==> src/rtl/vselect_stream.sv <==
// vselect_stream: snapshots a K-lane vector and returns one lane (single) or a wrapping run of lanes (stream).
// Stream mode, the STREAM state and the remaining counter exist only when VSELECT_STREAM_EN is defined.
module vselect_stream #(
   parameter int K = 8,
   parameter int W = 32,
   parameter int IDXW = 32,
   localparam int LW = $clog2(K)
) (
   input  logic            clk,
   input  logic            reset,
   input  logic [K*W-1:0]  data_in,
   input  logic            req_valid,
   output logic            req_ready,
   input  logic            req_mode,
   input  logic [IDXW-1:0] req_index,
   input  logic [IDXW-1:0] req_count,
   output logic            out_valid,
   input  logic            out_ready,
   output logic [W-1:0]    out_data,
   output logic [LW-1:0]   out_lane,
   output logic            out_last,
   output logic            busy
);
   logic [K*W-1:0] snap_q, snap_d;
   logic [LW-1:0] lane_q, lane_d, start_lane;
   logic out_valid_q, out_valid_d, out_last_q, out_last_d;
   logic idle, accept, hs;
   // Out-of-range index falls back to lane 0 (legacy behaviour).
   assign start_lane = (req_index >= IDXW'(K)) ? '0 : req_index[LW-1:0];
`ifdef VSELECT_STREAM_EN
   typedef enum logic {IDLE, STREAM} state_t;
   state_t state_q, state_d;
   logic [IDXW-1:0] rem_q, rem_d, n_eff;
   logic [LW-1:0] next_lane;
   assign idle = state_q == IDLE;
   assign n_eff = (req_count == '0 || req_count > IDXW'(K)) ? IDXW'(K) : req_count;
   assign next_lane = (lane_q == LW'(K-1)) ? '0 : lane_q + LW'(1);
`else
   logic unused_cfg;
   assign idle = 1'b1;
   assign unused_cfg = ^{req_mode, req_count};
`endif
   assign req_ready = idle && (!out_valid_q || out_ready);
   assign accept = req_valid && req_ready;
   assign hs = out_valid_q && out_ready;
   always_comb begin
      snap_d = snap_q;
      lane_d = lane_q;
      out_valid_d = out_valid_q;
      out_last_d = out_last_q;
`ifdef VSELECT_STREAM_EN
      state_d = state_q;
      rem_d = rem_q;
`endif
      if (accept) begin
         snap_d = data_in;
         lane_d = start_lane;
         out_valid_d = 1'b1;
         out_last_d = 1'b1;
`ifdef VSELECT_STREAM_EN
         if (req_mode) begin
            out_last_d = n_eff == IDXW'(1);
            rem_d = n_eff - IDXW'(1);
            state_d = (n_eff > IDXW'(1)) ? STREAM : IDLE;
         end
`endif
      end else if (hs) begin
`ifdef VSELECT_STREAM_EN
         if (!idle && rem_q != '0) begin
            lane_d = next_lane;
            rem_d = rem_q - IDXW'(1);
            out_last_d = rem_q == IDXW'(1);
         end else begin
            out_valid_d = 1'b0;
            state_d = IDLE;
         end
`else
         out_valid_d = 1'b0;
`endif
      end
   end
   always_ff @(posedge clk or posedge reset) begin
      if (reset) begin
         snap_q <= '0;
         lane_q <= '0;
         out_valid_q <= 1'b0;
         out_last_q <= 1'b0;
`ifdef VSELECT_STREAM_EN
         state_q <= IDLE;
         rem_q <= '0;
`endif
      end else begin
         snap_q <= snap_d;
         lane_q <= lane_d;
         out_valid_q <= out_valid_d;
         out_last_q <= out_last_d;
`ifdef VSELECT_STREAM_EN
         state_q <= state_d;
         rem_q <= rem_d;
`endif
      end
   end
   assign out_valid = out_valid_q;
   assign out_last = out_last_q;
   assign out_lane = lane_q;
   assign out_data = snap_q[lane_q*W +: W];
   assign busy = !idle || out_valid_q;
endmodule

==> config.mk <==
export PLATFORM = sky130hd
export DESIGN_NAME = vselect_stream
export DESIGN_NICKNAME = d
export VERILOG_FILES = /design/src/rtl/vselect_stream.sv
export SDC_FILE = /design/constraint.sdc
export NUM_CORES = 1
export LEC_CHECK = 0
export CORE_MARGIN = 3
export CORE_UTILIZATION = 45
export CTS_BUF_LIST = sky130_fd_sc_hd__clkbuf_2
export DETAILED_ROUTE_END_ITERATION = 12
export PLACE_DENSITY_LB_ADDON = 0.1
export SLEW_MARGIN = 40
export SYNTH_ARGS = -nofsm -noshare
export SYNTH_HDL_FRONTEND = slang
export SYNTH_SLANG_ARGS = --single-unit
==> constraint.sdc <==
create_clock -name clk -period 10.1 [get_ports clk]
set_clock_uncertainty 0.05 [all_clocks]
set_input_delay 2.02 -clock clk [delete_from_list [all_inputs] [get_ports clk]]
set_output_delay 2.02 -clock clk [all_outputs]
set_load 0.01 [all_outputs]
Word level (Yosys, flattened, before mapping). Index checks and enable logic that the tools add are counted.

Order comparisons: 1. Shifts and indexed selects: 1. Multiplexer cells: 3. Reductions and logical operators: 5.

Operators with widths (number): variable part select 256 x 9 -> 32 bit (1); greater-or-equal comparator 32 x 4 -> 1 bit (second input constant) (1); two-way mux 3 bit (1); logical AND 1 bit (2); two-way mux 1 bit (2); nonzero test 2 bit (1); logical NOT 1 bit (1); logical OR 1 bit (1).

Register bits: 261. Input port bits: 325. Output and inout bits: 39. Word-level logic and storage cells: 14.

Logic depth before layout (Yosys ltp). Gate-level depths: netlist of run 1.

Depth in word-level cells: 4. Depth in mapped cells: 6.

Worst setup path before layout of run 1. No wires, ideal clock.

Path kind: in2out. Start: in out_ready. End: out req_ready. Arrival: 2.166 ns. Data required time: 8.030 ns. Path slack: 5.864 ns. Stages: 1. Cells stage by stage: nand2b_4.

Word-level cells in the longest chain between the ends: 1.

Ends and longest elaborated chain: start: declaration (RTL line 18) `input logic out_ready,`; logical OR 1 bit (RTL line 43) `assign req_ready = idle && (!out_valid_q || out_ready);`; end: declaration (RTL line 13) `output logic req_ready,`.

No other way between the ends.

Final worst setup path of run 1.
Start: reg lane_q[0], in the netlist out_lane[0]. End: out out_data[8].

Word-level cells in the longest chain between the ends: 1.

Ends and longest elaborated chain: start: declaration (RTL line 25) `logic [LW-1:0] lane_q, lane_d, start_lane;`; start signal: assignment (RTL line 94) `lane_q <= lane_d;`; variable part select 256 x 9 -> 32 bit (RTL line 106) `assign out_data = snap_q[lane_q*W +: W];`; end: declaration (RTL line 19) `output logic [W-1:0] out_data,`.

No other way between the ends.

==> impl_metrics.ini, run 1 <==
[worst_setup_path]
cp-start-kind = flop
cp_max_fo = 43
crit_family = buffers and inverters
critPathMaxStageDelay_ns = 0.76
slowest_stage = dfrtp_4
critPathMostFrequentCell = nand2_1
end_kind = output pin
criticalPathCategory = reg -> out
cp_data_arrival_time_ns = 3.50
cp.required_ns = 8.03
crit_buf_inv = 2
path_cells = buf_6 > mux4_2 > nand2_1 > nand2_1 > clkdlybuf4s50_1

[sta]
hold_viol_final = 0
tns_ns = 0
fmax_ghz = 0.179
finalCritPeriodShare_pct = 55.2
setup_viol = 0
holdWs_ns = 0.435
finalCriticalPeriod_ns = 5.57
grt_setup_unrepaired = no
relSlewSlack_pct = 46.1
drv_slew = 0
tightest_slew_ns = 0.808

[yosys]
synth-seq-area-share_pct = 52.2
ys_types = 21
netlist_area_mm2 = 0.0125
async_flop_share_pct = 100
synth_fp_nets = 1077
synth_flop_cell = dfrtp_1
ys_warn_count = 0
synth_edf_count = 0
avgSynthCellArea_um2 = 16.6
ys_seq_elements = 261
synthCells = 752

[job]
cap_violations = 0

[clock_tree]
clockRootBuffer = clkbuf_2
ctsHoldBuffers = 0
cts.clk_slew.worst_paths_ns = 0.09
cts_tree = yes
cts_buffers = 72
post_cts_resized = 0
clk-insertion-delay-late_ns = 0.77
cts_max_path_buffers = 3
cts_sinks = 261
cts_setup_buffers = 0
cts_htree_levels = 3

[global_route]
grt_pass1_vias = 8722
grt-ovfl-total = 0
grtUsageTotal_pct = 21.3
grt_start_max_net_pins = 118
grt_antenna_before_repair = 10
grt_pass1_wl_mm = 49.8

[layout]
most-common-layout-cells = clkdlybuf4s50_1, dfrtp_1, mux2_4
final_common_cell = clkdlybuf4s50_1
areaGrowthSynthToFinish_pct = 33.7
drive_above_1_share_pct = 38.7
final_net_count = 1441

[detailed_routing]
avgViaCountPerCell = 4.99
wl_per_cell_um = 20.3
dr.pass1.iters = 4
drt-met1-wl_mm = 13.1
drt_iter0_drc = 308
num_vias = 7712
met3_length_mm = 2.41
ant_nets = 0
top_layer_used = met5
wl_met2_mm = 15.1
wirelength_mm = 31.3
drc_errors = 0

[status]
run_status = completed

[place]
port_buffers = 330
dp_hpwl_mm = 21.0
gp_congestion = 0.795

[power]
p_per_area_mw_per_mm2 = 154
total_power_w = 0.00258
ir_drop_uv = 67.6
p_leak_nw = 7.28

[floorplanning]
coreArea_mm2 = 0.0271
start_util_pct = 46.1
die-area_mm2 = 0.0298
die_h_um = 173
rows = 60
io_pins = 364
die_w_um = 173

[worst_hold_path]
hold_path.class = reg -> reg
==> cells in the mapped netlist, types with 2 or more instances <==
cell type	n	area share, %
mux2_2	60	5.4
buf_1	2	0.060
dfrtp_1	261	52
buf_4	8	0.48
mux2_4	196	24
o32ai_1	3	0.21
nand2_1	96	2.9
inv_1	4	0.12
mux4_2	64	12
nand3_1	3	0.12
buf_2	7	0.28
clkbuf_1	11	0.33
nor4_1	6	0.30
buf_6	23	2.1
nand4_1	2	0.10
==> registers in the layout (all words and copies together), names as in the netlist <==
signal,flops
out_last,1
busy,1
out_lane,3
snap_q,256
==> logic make-up after synthesis <==
kind of cell | share of synthesized area (%)
mux | 40.5
flops | 52.2
simple gates | 3.73
buf+inv | 3.34
compound gates | 0.210
==> final timing paths <==
kind,end,startpoint,cells past startpoint,slack (ns)
setup reg to reg,snap_q[28],busy,6,7.18
max in group asynchronous,out_lane[0],reset,3,7.12
hold / removal,out_last,out_last,1,0.43
setup / recovery,out_data[8],out_lane[0],5,4.53
hold reg to reg,out_last,out_last,1,0.43
min in group asynchronous,snap_q[133],reset,2,1.71
==> report_power, final <==
group / leakage [nW] / internal, W / switching [W]
clock network: 0.491 / 0.000309 / 0.000441
registers: 3.05 / 0.00120 / 0.0000818
logic: 3.74 / 0.000394 / 0.000160
==> metrics by stage <==
step / utilization [%] / area (um2) / setup slack, ns / instances
detailed placement: 59.2 / 16000 / 4.87 / 1413
finish: 61.7 / 16700 / 4.53 / 1544
global placement: 58.9 / 16000 / 4.87 / 1411
global route: 61.7 / 16700 / 4.24 / 1544
floorplan: - / 12500 / 0.846 / 752
CTS: 61.5 / 16700 / 4.35 / 1536
==> worst register-to-register path: cells and delay by family, from the launching register on <==
| family | cells | cell delay, ns |
|---|---|---|
| buffers and inverters | 3 | 1.60 |
| DFF | 1 | 0.45 |
| muxes | 1 | 0.45 |
| and+or+nand+nor | 2 | 0.28 |
==> per-layer routing <==
metal,global-route usage (%),up-vias
li1,-,3499
met1,27.2,3882
met2,33.6,269
met3,7.80,56
met4,7.87,6
met5,0,-
==> layout make-up <==
type	count	area, um2
diodes	7	17.5
clock buffers	109	546
clock inverters	14	87.6
fillers	2114	10400
inverters	4	27.5
multi-input cells	436	5560
flip-flops and latches	261	6540
well taps	372	465
repair buffers	341	3480
Note: power is estimated with default switching activity, not from simulation.
==> run 2, diff against run 1 <==
clock period = 4.8 ns   (was 10.1 ns; I/O delays follow)
==> impl_metrics.ini, run 2 (synthesis gave the netlist of run 1 again) <==
[layout]
most-common-layout-cells = clkdlybuf4s50_1, dfrtp_1, mux2_4
num-fill-cells = 2146
ff_latch_area_mm2 = 0.00654
areaGrowthSynthToFinish_pct = 33.7
fin_area_mm2 = 0.0167
drive_above_1_share_pct = 38.7
final_net_count = 1448
final_core_util_pct = 61.7
regMostFlops = snap_q
largest_register_ffs = 256
final_common_cell = clkdlybuf4s50_1
multiInputGateArea_mm2 = 0.00556

[sta]
drv_slew = 0
finalCritPeriodShare_pct = 86.6
grt_setup_unrepaired = no
finalCriticalPeriod_ns = 4.16
holdWs_ns = 0.437
fmax_ghz = 0.240
tns_ns = 0
relSlewSlack_pct = 56.3
hold_viol_final = 0
tightest_slew_ns = 0.649
fin_ws_ns = 0.641
setup_viol = 0

[worst_hold_path]
worstHoldEndpoint = out_last
hold_path.class = reg -> reg
holdPathStages = 1
min_from = out_last

[worst_setup_path]
critPathMostFrequentCell = nand2_1
reg2regPathDepth = 4
cp_data_arrival_time_ns = 3.15
criticalPathCategory = reg -> out
cp-start-kind = flop
cp.required_ns = 3.79
rr_startpoint = busy
regToRegSetupSlack_ns = 2.59
critPathMaxStageDelay_ns = 0.73
cp_max_fo = 38
timing.rr.end = snap_q[38]
end_kind = output pin
slowest_stage = dfrtp_4
path_cells = buf_12 > mux4_2 > nand2_1 > nand2_1 > clkdlybuf4s50_1

[global_route]
grt-ovfl-total = 0
grtUsageTotal_pct = 21.0
grt_antenna_before_repair = 5
grt_pass1_wl_mm = 49.4
grt_start_max_net_pins = 117
grt_pass1_vias = 8604

[clock_tree]
clockRootBuffer = clkbuf_2
cts_max_path_buffers = 3
post_cts_resized = 0
ctsHoldBuffers = 0
cts_setup_buffers = 0
cts_sinks = 261
cts.clk_slew.worst_paths_ns = 0.10
cts_tree = yes
cts_htree_levels = 3
cts_buffers = 72
clk-insertion-delay-late_ns = 0.76

[floorplanning]
io_pins = 364
die_w_um = 173
die_h_um = 173
die-area_mm2 = 0.0298
rows = 60
coreArea_mm2 = 0.0271
start_util_pct = 46.1

[place]
place_area_mm2 = 0.0161
gp_congestion = 0.769
port_buffers = 330
dp_hpwl_mm = 21.4
dp_slack_ns = 1.37

[job]
cap_violations = 0

[detailed_routing]
wl_per_cell_um = 20.2
drt_iter0_drc = 367
avgViaCountPerCell = 5.02
ant_nets = 0
num_vias = 7731
drc_errors = 0
wirelength_mm = 31.1
dr.pass1.iters = 4

[power]
p_per_area_mw_per_mm2 = 321
p_leak_nw = 7.28
ir_drop_uv = 171

[status]
run_status = completed
-- run 2: cell types whose count changed in the layout (fill, tap and decap cells not counted), moves of 2 or more --
cell	before	now
clkbuf_2	109	100
buf_4	2	10
buf_12	1	8
buf_6	5	0
buf_16	3	0
clkinvlp_4	1	3
diode_2	7	5
-- run 2: metal layers --
layer | global-route usage (%) | share of wire [%] | vias to the layer above
li1 | - | - | 3504
met3 | 7.53 | 7.5 | 55
met1 | 27.2 | 42 | 3911
met4 | 5.88 | 1.9 | 4
met5 | 0 | 0.068 | -
met2 | 33.9 | 48 | 257
-- run 2: worst max-delay path by stage --
stage,from,end,cells after the start
finish,out_lane[0],out_data[31],5
global route,out_lane[0],out_data[31],5
CTS,out_lane[0],out_data[31],5
detailed placement,out_lane[0],out_data[31],5
global placement,out_lane[0],out_data[31],5
floorplan,reset,busy,1
-- run 2: through the flow --
stage               total power, W  instances
global placement           0.00388       1421
CTS                        0.00546       1536
detailed placement         0.00390       1421
floorplan                  0.00343        752
global route               0.00569       1539
finish                     0.00536       1541
-- run 2: area by class of cell --
class	count	share of cell area, %
flip-flops and latches	261	39.1
multi-input cells	436	33.2
repair buffers	348	21.2
clock buffers	100	2.99
well taps	372	2.78
clock inverters	15	0.546
inverters	4	0.112
diodes	5	0.0748
-- run 2: worst max-delay path: cells and delay by family, from the launching register on --
kind	cells	cell delay, ns
buffers and inverters	2	0.87
flip-flops	1	0.73
multiplexers	1	0.55
AND/OR/NAND/NOR	2	0.19
-- run 2: power breakdown --
group	switching [W]	internal, W
Combinational	0.000337	0.000830
Sequential	0.000170	0.00252
Clock	0.000904	0.000606
==> run 3, diff against run 2 <==
SLEW_MARGIN = default   (was 40)
==> results of run 3 <==
Final layout, timing and power as in run 2 (identical DEF).
